<file path="config.mk">
export PLATFORM = sky130hd
export DESIGN_NAME = bigint_ram_reader_flat
export DESIGN_NICKNAME = d
export VERILOG_FILES = /design/src/rtl/paillier_pkg.sv /design/src/rtl/bigint_ram_reader_if.sv /design/src/rtl/bigint_ram_reader_skid_fifo2.sv /design/src/rtl/bigint_ram_reader.sv /design/src/flat_wrapper.sv
export SDC_FILE = /design/constraint.sdc
export NUM_CORES = 1
export LEC_CHECK = 0
export BUFFER_PORTS_ARGS = -buffer_cell sky130_fd_sc_hd__buf_2
export CORE_ASPECT_RATIO = 0.5
export CORE_MARGIN = 2
export CORE_UTILIZATION = 51
export CTS_CLUSTER_DIAMETER = 120
export DETAILED_ROUTE_END_ITERATION = 16
export MAX_ROUTING_LAYER = met4
export PLACE_DENSITY_LB_ADDON = 0.12
export SYNTH_ARGS = -nofsm -noshare
export SYNTH_HDL_FRONTEND = slang
export SYNTH_HIERARCHICAL = 1
export SYNTH_SLANG_ARGS = --single-unit
</file>
<file path="constraint.sdc">
create_clock -name clk -period 2.4 [get_ports clk]
set_clock_uncertainty 0.2 [all_clocks]
set_input_delay 0.24 -clock clk [delete_from_list [all_inputs] [get_ports clk]]
set_output_delay 0.24 -clock clk [all_outputs]
set_load 0.03 [all_outputs]
</file>
<file path="src/rtl/paillier_pkg.sv">
// Shared sizing, state encoding and beat payload for the Paillier operand datapath.
package paillier_pkg;

  localparam int unsigned K          = 2048;
  localparam int unsigned WIDTH_DATA = 64;
  localparam int unsigned ADDR_W     = 11;
  localparam int unsigned NUM_WORDS  = K / WIDTH_DATA;
  // Index field stays at least one bit wide so single-word operands still synthesise.
  localparam int unsigned IDX_W      = (NUM_WORDS > 1) ? $clog2(NUM_WORDS) : 1;
  localparam int unsigned CNT_W      = $clog2(NUM_WORDS + 1);

  typedef logic [WIDTH_DATA-1:0] word_t;
  typedef logic [IDX_W-1:0]      idx_t;

  typedef enum logic [1:0] {IDLE, FETCH, DRAIN, DONE} rd_state_t;

  typedef struct packed {
    word_t data;
    idx_t  idx;
    logic  last;
  } beat_t;

endpackage

</file>
<file path="src/rtl/bigint_ram_reader_if.sv">
// Valid/ready word stream carrying one big-integer operand, LS word first.
interface bigint_ram_reader_if;
  import paillier_pkg::*;

  word_t m_data;
  logic  m_valid;
  logic  m_ready;
  logic  m_last;
  idx_t  m_idx;

  modport master (output m_data, m_valid, m_last, m_idx, input m_ready);
  modport slave  (input m_data, m_valid, m_last, m_idx, output m_ready);
endinterface

</file>
<file path="src/rtl/bigint_ram_reader_skid_fifo2.sv">
// Two-entry FIFO with a registered head; push and pop may coincide even when full.
module skid_fifo2 #(
  parameter int unsigned WIDTH = 8
) (
  input  logic             clk,
  input  logic             rst,
  input  logic             push,
  input  logic [WIDTH-1:0] din,
  input  logic             pop,
  output logic [WIDTH-1:0] dout,
  output logic             full,
  output logic             empty,
  output logic [1:0]       count
);

  logic [WIDTH-1:0] head_q, head_d;
  logic [WIDTH-1:0] tail_q, tail_d;
  logic [1:0]       count_q, count_d;
  logic             do_pop;

  always_comb begin
    head_d  = head_q;
    tail_d  = tail_q;
    count_d = count_q;
    do_pop  = pop && (count_q != 2'd0);
    unique case ({push, do_pop})
      2'b10: begin
        if (count_q == 2'd0) begin
          head_d  = din;
          count_d = 2'd1;
        end else if (count_q == 2'd1) begin
          tail_d  = din;
          count_d = 2'd2;
        end
      end
      2'b01: begin
        head_d  = tail_q;
        count_d = count_q - 2'd1;
      end
      2'b11: begin
        // Occupancy is unchanged; only the entry order shifts.
        if (count_q == 2'd1) begin
          head_d = din;
        end else begin
          head_d = tail_q;
          tail_d = din;
        end
      end
      default: ;
    endcase
  end

  always_ff @(posedge clk) begin
    if (rst) begin
      head_q  <= '0;
      tail_q  <= '0;
      count_q <= 2'd0;
    end else begin
      head_q  <= head_d;
      tail_q  <= tail_d;
      count_q <= count_d;
    end
  end

  assign dout  = head_q;
  assign full  = (count_q == 2'd2);
  assign empty = (count_q == 2'd0);
  assign count = count_q;

  a_no_overflow: assert property (@(posedge clk) disable iff (rst) !(push && !pop && count_q == 2'd2));

endmodule

</file>
<file path="src/rtl/bigint_ram_reader.sv">
// Streams one NUM_WORDS-word operand out of a 1-cycle-latency RAM, LS word first,
// with credit-limited reads so the 2-entry skid FIFO can never overflow.
module bigint_ram_reader
  import paillier_pkg::*;
(
  input  logic                clk,
  input  logic                rst,
  input  logic                start,
  input  logic [ADDR_W-1:0]   base_addr,
  output logic                busy,
  output logic                done,
  output logic [ADDR_W-1:0]   ram_addr,
  output logic                ram_wen,
  input  word_t               ram_rd_data,
  bigint_ram_reader_if.master m
);

  rd_state_t          state_q, state_d;
  logic [ADDR_W-1:0]  base_q, base_d;
  logic [ADDR_W-1:0]  addr_q, addr_d;
  logic [CNT_W-1:0]   issued_q, issued_d;
  logic               inflight_q, inflight_d;
  idx_t               infl_idx_q, infl_idx_d;
  logic               busy_q, busy_d;
  logic               done_q, done_d;

  logic               issue;
  idx_t               issue_idx;
  logic               m_valid_c;
  logic               pop;
  logic               credit_ok;
  beat_t              push_beat;
  beat_t              head_beat;
  logic               fifo_full;
  logic               fifo_empty;
  logic [1:0]         fifo_count;

  assign m_valid_c = !fifo_empty;
  assign pop       = m_valid_c && m.m_ready;
  // Room for one more read: fifo_count + inflight - pop < 2, written in flag form.
  assign credit_ok = fifo_empty ? 1'b1
                   : fifo_full  ? (pop && !inflight_q)
                   :              (pop || !inflight_q);

  assign push_beat = '{data: ram_rd_data,
                       idx:  infl_idx_q,
                       last: (infl_idx_q == idx_t'(NUM_WORDS - 1))};

  skid_fifo2 #(.WIDTH($bits(beat_t))) u_fifo (
    .clk   (clk),
    .rst   (rst),
    .push  (inflight_q),
    .din   (push_beat),
    .pop   (pop),
    .dout  (head_beat),
    .full  (fifo_full),
    .empty (fifo_empty),
    .count (fifo_count)
  );

  // Next-state and read-issue logic; word 0 is read in the accepting cycle to save a beat of latency.
  always_comb begin
    state_d   = state_q;
    base_d    = base_q;
    addr_d    = addr_q;
    issued_d  = issued_q;
    issue     = 1'b0;
    issue_idx = idx_t'(issued_q);
    unique case (state_q)
      IDLE: begin
        if (start) begin
          base_d    = base_addr;
          addr_d    = base_addr;
          issue     = 1'b1;
          issue_idx = '0;
          issued_d  = CNT_W'(1);
          state_d   = (NUM_WORDS == 1) ? DRAIN : FETCH;
        end
      end
      FETCH: begin
        if (credit_ok && (issued_q < CNT_W'(NUM_WORDS))) begin
          issue    = 1'b1;
          addr_d   = base_q + ADDR_W'(issued_q);
          issued_d = issued_q + CNT_W'(1);
          if (issued_q == CNT_W'(NUM_WORDS - 1)) state_d = DRAIN;
        end
      end
      DRAIN: begin
        if (!inflight_q && (fifo_count == {1'b0, pop})) state_d = DONE;
      end
      DONE: begin
        state_d  = IDLE;
        issued_d = '0;
      end
      default: state_d = IDLE;
    endcase
    inflight_d = issue;
    infl_idx_d = issue_idx;
    busy_d     = (state_d == FETCH) || (state_d == DRAIN);
    done_d     = (state_d == DONE);
  end

  always_ff @(posedge clk) begin
    if (rst) begin
      state_q    <= IDLE;
      base_q     <= '0;
      addr_q     <= '0;
      issued_q   <= '0;
      inflight_q <= 1'b0;
      infl_idx_q <= '0;
      busy_q     <= 1'b0;
      done_q     <= 1'b0;
    end else begin
      state_q    <= state_d;
      base_q     <= base_d;
      addr_q     <= addr_d;
      issued_q   <= issued_d;
      inflight_q <= inflight_d;
      infl_idx_q <= infl_idx_d;
      busy_q     <= busy_d;
      done_q     <= done_d;
    end
  end

  assign ram_addr  = addr_d;
  assign ram_wen   = 1'b0;
  assign busy      = busy_q;
  assign done      = done_q;
  assign m.m_valid = m_valid_c;
  assign m.m_data  = head_beat.data;
  assign m.m_idx   = head_beat.idx;
  assign m.m_last  = head_beat.last;

endmodule

</file>
<file path="src/flat_wrapper.sv">
// flat-port wrapper written by rule: the top's interface ports become plain ports
module bigint_ram_reader_flat import paillier_pkg::*;
  (clk, rst, start, base_addr, busy, done, ram_addr, ram_wen, ram_rd_data, m_m_data, m_m_valid, m_m_last, m_m_idx, m_m_ready);
  bigint_ram_reader_if m_i ();
  input  logic clk;
  input  logic rst;
  input  logic start;
  input  logic [ADDR_W-1:0] base_addr;
  output logic busy;
  output logic done;
  output logic [ADDR_W-1:0] ram_addr;
  output logic ram_wen;
  input  word_t ram_rd_data;
  output wire logic [$bits(m_i.m_data)-1:0] m_m_data;
  output wire logic [$bits(m_i.m_valid)-1:0] m_m_valid;
  output wire logic [$bits(m_i.m_last)-1:0] m_m_last;
  output wire logic [$bits(m_i.m_idx)-1:0] m_m_idx;
  input wire logic [$bits(m_i.m_ready)-1:0] m_m_ready;
  assign m_m_data = m_i.m_data;
  assign m_m_valid = m_i.m_valid;
  assign m_m_last = m_i.m_last;
  assign m_m_idx = m_i.m_idx;
  assign m_i.m_ready = m_m_ready;
  bigint_ram_reader u_core (.clk(clk), .rst(rst), .start(start), .base_addr(base_addr), .busy(busy), .done(done), .ram_addr(ram_addr), .ram_wen(ram_wen), .ram_rd_data(ram_rd_data), .m(m_i));
endmodule
</file>
==> results by group <==
Layout
  – Final instance area: 12400 um2
  – Final net count: 1342
  – P&R area growth vs syn: 35.2%
  – Layout cells sized above 1: 29.5%
  – Area of the multi-input gates: 5330 um2
  – Reg area: 3620 um2
  – Fillers: 1294

Clock network
  – Clock sink total: 180
  – CTS tree: yes
  – Root buf cell: clkbuf_16
  – Worst-Skew Late Latency: 0.43 ns
  – Clock slew at reported path FFs: 0.06 ns
  – CTS Buffer Depth: 2
  – H-tree levels: 4
  – TritonCTS Buffers: 17

Die
  – Row count: 34
  – Die span in y: 99.0 um
  – Initial Utilization: 52.5%
  – Core ar.: 17500 um2
  – Die X: 194 um
  – IO Count: 164
  – Area of the die: 19200 um2

Power and ir drop
  – Worst ir drop on vdd: 0.592 mV
  – Leakage: 4.99 nW
  – PwrDens: 701 nW/um2

Worst setup path
  – Worst EP arrival: 2.19 ns
  – RR Startpoint: u_core/u_fifo/count[1]$_SDFFE_PP0P_
  – Setup CP Type: flop to output port
  – Critical path data required time: 1.96 ns
  – Reg2reg setup slack: 0.09 ns
  – Worst stage delay on the critical path: 0.36 ns
  – FF-to-FF End: u_core/u_fifo/tail_q[49]$_SDFFE_PP0P_
  – Critical path cell sequence: ha_4, fa_2, a21o_1, a21oi_2, buf_4, xnor2_2, nand2_1, nand3_2, buf_6
  – Worst setup SP type: flop
  – Worst-path fanout max: 3
  – FF-to-FF path depth: 11
  – Slowest stage cell on the critical path: fa_2
  – Worst setup EP type: output port

Logic synthesis
  – Largest cells by area after synthesis: dfxtp_1 39%, nand2b_1 9.9%, mux2i_1 7.6%, a2111oi_2 4.1%, a32oi_1 3.4%
  – Syn nets: 1098
  – Area leader, netlist: dfxtp_1
  – Post-synthesis mux area share: 7.77%
  – Netlist cell types: 61
  – Post-synthesis register bit count: 180
  – Synth warn: 6
  – Netlist Area Pre-Place: 9210 um2
  – Gate Count Post-Synth: 1006
  – Top cell type's share of synthesized area: 39.1%
  – Compound-Gate Fraction of Synth Area: 23.1%
  – Post-Synth XOR/XNOR Area: 1.24%
  – Post-synth EDFFs: 0
  – Post-Synth Adder-Cell Area: 1.85%
  – Post-synthesis simple-gate area fraction: 20.8%
  – Post-synthesis sequential area ratio: 39.1%
  – Largest family of logic cells by synthesized area: compound AO/OA/AOI/OAI gates
  – Syn Area/Cell: 9.15 um2
  – Top_reg_cell synth: dfxtp_1
  – Ys async rst share: 0%

Routing
  – WL final: 27.1 mm
  – DR WL/cell: 18.1 um
  – Routed Antenna Nets: 0
  – Drt via density: 5.74
  – DR DRC count: 0
  – Initial DRC Count: 564
  – Vias: 8592
  – DRT Pass-1 Iters: 5

Place
  – Routability cong.: 0.810
  – Port Buffers: 162
  – Hpwl dp: 15.3 mm
  – Cell Area, Placed: 10300 um2
  – Place WS: -0.133 ns

Flow run
  – Max cap viols: 0

GRT
  – Gr ovfl total: 0
  – Gr usage total: 27.8%
  – Vias in the first global route: 8325
  – Pin count of the biggest net entering global routing: 93
  – First-pass GRT wire length: 42.0 mm
  – Antenna violations before repair: 1

STA
  – Pins Over Slew Limit: 0
  – Final setup violation count: 11
  – Slew headroom: 62.6%
  – Final Hold Viols: 0
  – Slew @ Worst Pin: 0.561 ns
  – Setup WS post-layout: -0.229 ns
  – RSZ-0062 raised after global routing: true
  – Crit path time final: 2.63 ns
  – FMAX: 0.380 GHz
  – Final Cycle Share: 110%

Outcome
  – Failing checks: negative setup slack
  – Status: finished, violations left

Worst hold path
  – Hold EP: u_core/issued_q[0]$_SDFFE_PP0P_
  – Hold path depth: 5
  – Hold path startpoint: start
  – Hold Crit Class: primary input to flop
-- timing repair --
action,CTS,global route
endpoints found under the hold margin,145,0
hold buffers,76,0
pin swaps,20,14
setup buffers,19,19
resized for setup,59,30
setup endpoints to repair,29,144
gates cloned,3,5
-- cell families (layout without fill, tap and decap cells) --
logic type	after synthesis	in the layout
and+or+nand+nor	348	348
AOI/OAI and AO/OA	275	275
DFF	180	180
buffers and inverters	105	362
muxes	71	71
adders and majority gates	13	13
xor gates and xnor gates	13	13
other	1	2
-- metal layers --
| metal | track usage [%] | vias to the layer above | share of wire [%] |
|---|---|---|---|
| met1 | 34.4 | 4126 | 44 |
| met5 | - | - | 0 |
| met4 | 8.62 | 0 | 1.5 |
| li1 | - | 4128 | - |
| met2 | 46.5 | 301 | 48 |
| met3 | 5.27 | 37 | 6.0 |
-- critical path: cells and delay by family (launching register included) --
family	cells	cell delay, ns
DFF	1	0.35
xor gates and xnor gates	1	0.09
AOI/OAI and AO/OA	2	0.33
and+or+nand+nor	2	0.20
buffers and inverters	2	0.28
adders and majority gates	2	0.51
-- state kept, by name (all words and copies together), names as in the netlist --
signal / flops
u_core/done: 1
u_core/busy: 1
u_core/base_q: 11
u_core/inflight_q: 1
u_core/state_q: 2
u_core/issued_q: 6
u_core/infl_idx_q: 5
u_core/u_fifo/tail_q: 70
u_core/u_fifo/count: 2
u_core/u_fifo/dout: 70
u_core/addr_q: 11
-- through the flow --
step | cells | utilization [%] | power (mW) | hold WS (ns) | setup TNS [ns]
finish | 1498 | 71.0 | 8.73 | 0.146 | -2.16
global route | 1498 | 71.0 | 9.11 | 0.225 | -3.08
CTS | 1477 | 68.9 | 8.59 | 0.129 | -2.84
detailed placement | 1347 | 58.6 | 5.52 | 0.256 | -0.425
global placement | 1347 | 58.6 | 5.49 | 0.247 | -0.131
floorplan | 1006 | - | 4.89 | 0.159 | 0
-- cell usage in the layout, fill, tap and decap left out, types with 3 or more instances in the layout --
cell,n
a2111oi_1,5
a2111oi_2,27
a211o_1,34
a211oi_2,3
a211oi_4,3
a21o_1,3
a21oi_1,16
a21oi_2,5
a31oi_1,42
a32oi_1,36
and2_1,6
and3_1,40
buf_12,12
buf_2,150
buf_4,63
buf_6,12
clkbuf_16,23
clkinv_4,3
clkinvlp_4,4
dfxtp_1,171
dfxtp_2,7
dlygate4sd3_1,76
ha_1,4
ha_4,6
inv_1,6
inv_6,3
mux2i_1,70
nand2_1,32
nand2b_1,145
nand3_1,6
nand3_2,4
nor2_1,81
nor2b_1,9
nor2b_4,4
o211ai_1,8
o21ai_0,55
o21ai_1,19
o21ai_2,3
xnor2_1,3
xor2_1,7
-- cells in the mapped netlist, types with 5 or more instances --
library cell / number
inv_1: 8
o21ai_0: 57
dfxtp_1: 180
nor2_1: 82
clkbuf_1: 36
a32oi_1: 36
a2111oi_1: 6
nor2b_1: 11
xor2_1: 8
nand2b_1: 146
o21ai_1: 20
xnor2_1: 5
mux2i_1: 70
a211o_1: 34
ha_1: 12
nand3_1: 10
buf_4: 13
a31oi_1: 43
and3_1: 40
a2111oi_2: 25
o211ai_1: 8
buf_6: 10
and2_1: 6
nand2_1: 34
buf_2: 30
a21oi_1: 21
-- how the worst max path moves through the flow --
stage,from,endpoint,slack [ns],cells past startpoint
4_1_cts,u_core/issued_q[5]$_SDFFE_PP0P_,ram_addr[5],-0.25,7
3_3_place_gp,u_core/issued_q[0]$_SDFFE_PP0P_,ram_addr[10],-0.08,8
5_1_grt,u_core/u_fifo/count[0]$_SDFFE_PP0P_,ram_addr[9],-0.31,9
3_5_place_dp,u_core/issued_q[0]$_SDFFE_PP0P_,ram_addr[10],-0.13,8
2_1_floorplan,u_core/u_fifo/count[0]$_SDFFE_PP0P_,u_core/busy$_SDFF_PP0_,0.007,8
6_report,u_core/issued_q[0]$_SDFFE_PP0P_,ram_addr[4],-0.23,9
-- final cells by class --
| class | instances | share of cell area, % |
|---|---|---|
| Clock inverter | 13 | 1.19 |
| Inverter | 9 | 0.292 |
| Antenna cell | 1 | 0.0201 |
| Sequential cell | 180 | 29.1 |
| Clock buffer | 19 | 3.64 |
| Timing Repair Buffer | 321 | 20.6 |
| Multi-Input combinational cell | 721 | 42.8 |
| Tap cell | 234 | 2.35 |
-- report_power, final --
| group | total, mW | leakage, nW | switching (mW) | internal, mW |
|---|---|---|---|---|
| Clock | 2.88 | 0.283 | 1.27 | 1.60 |
| Sequential | 3.33 | 1.47 | 0.125 | 3.20 |
| Combinational | 2.53 | 3.24 | 1.49 | 1.03 |
No activity file was read; power rests on OpenSTA's default activity.
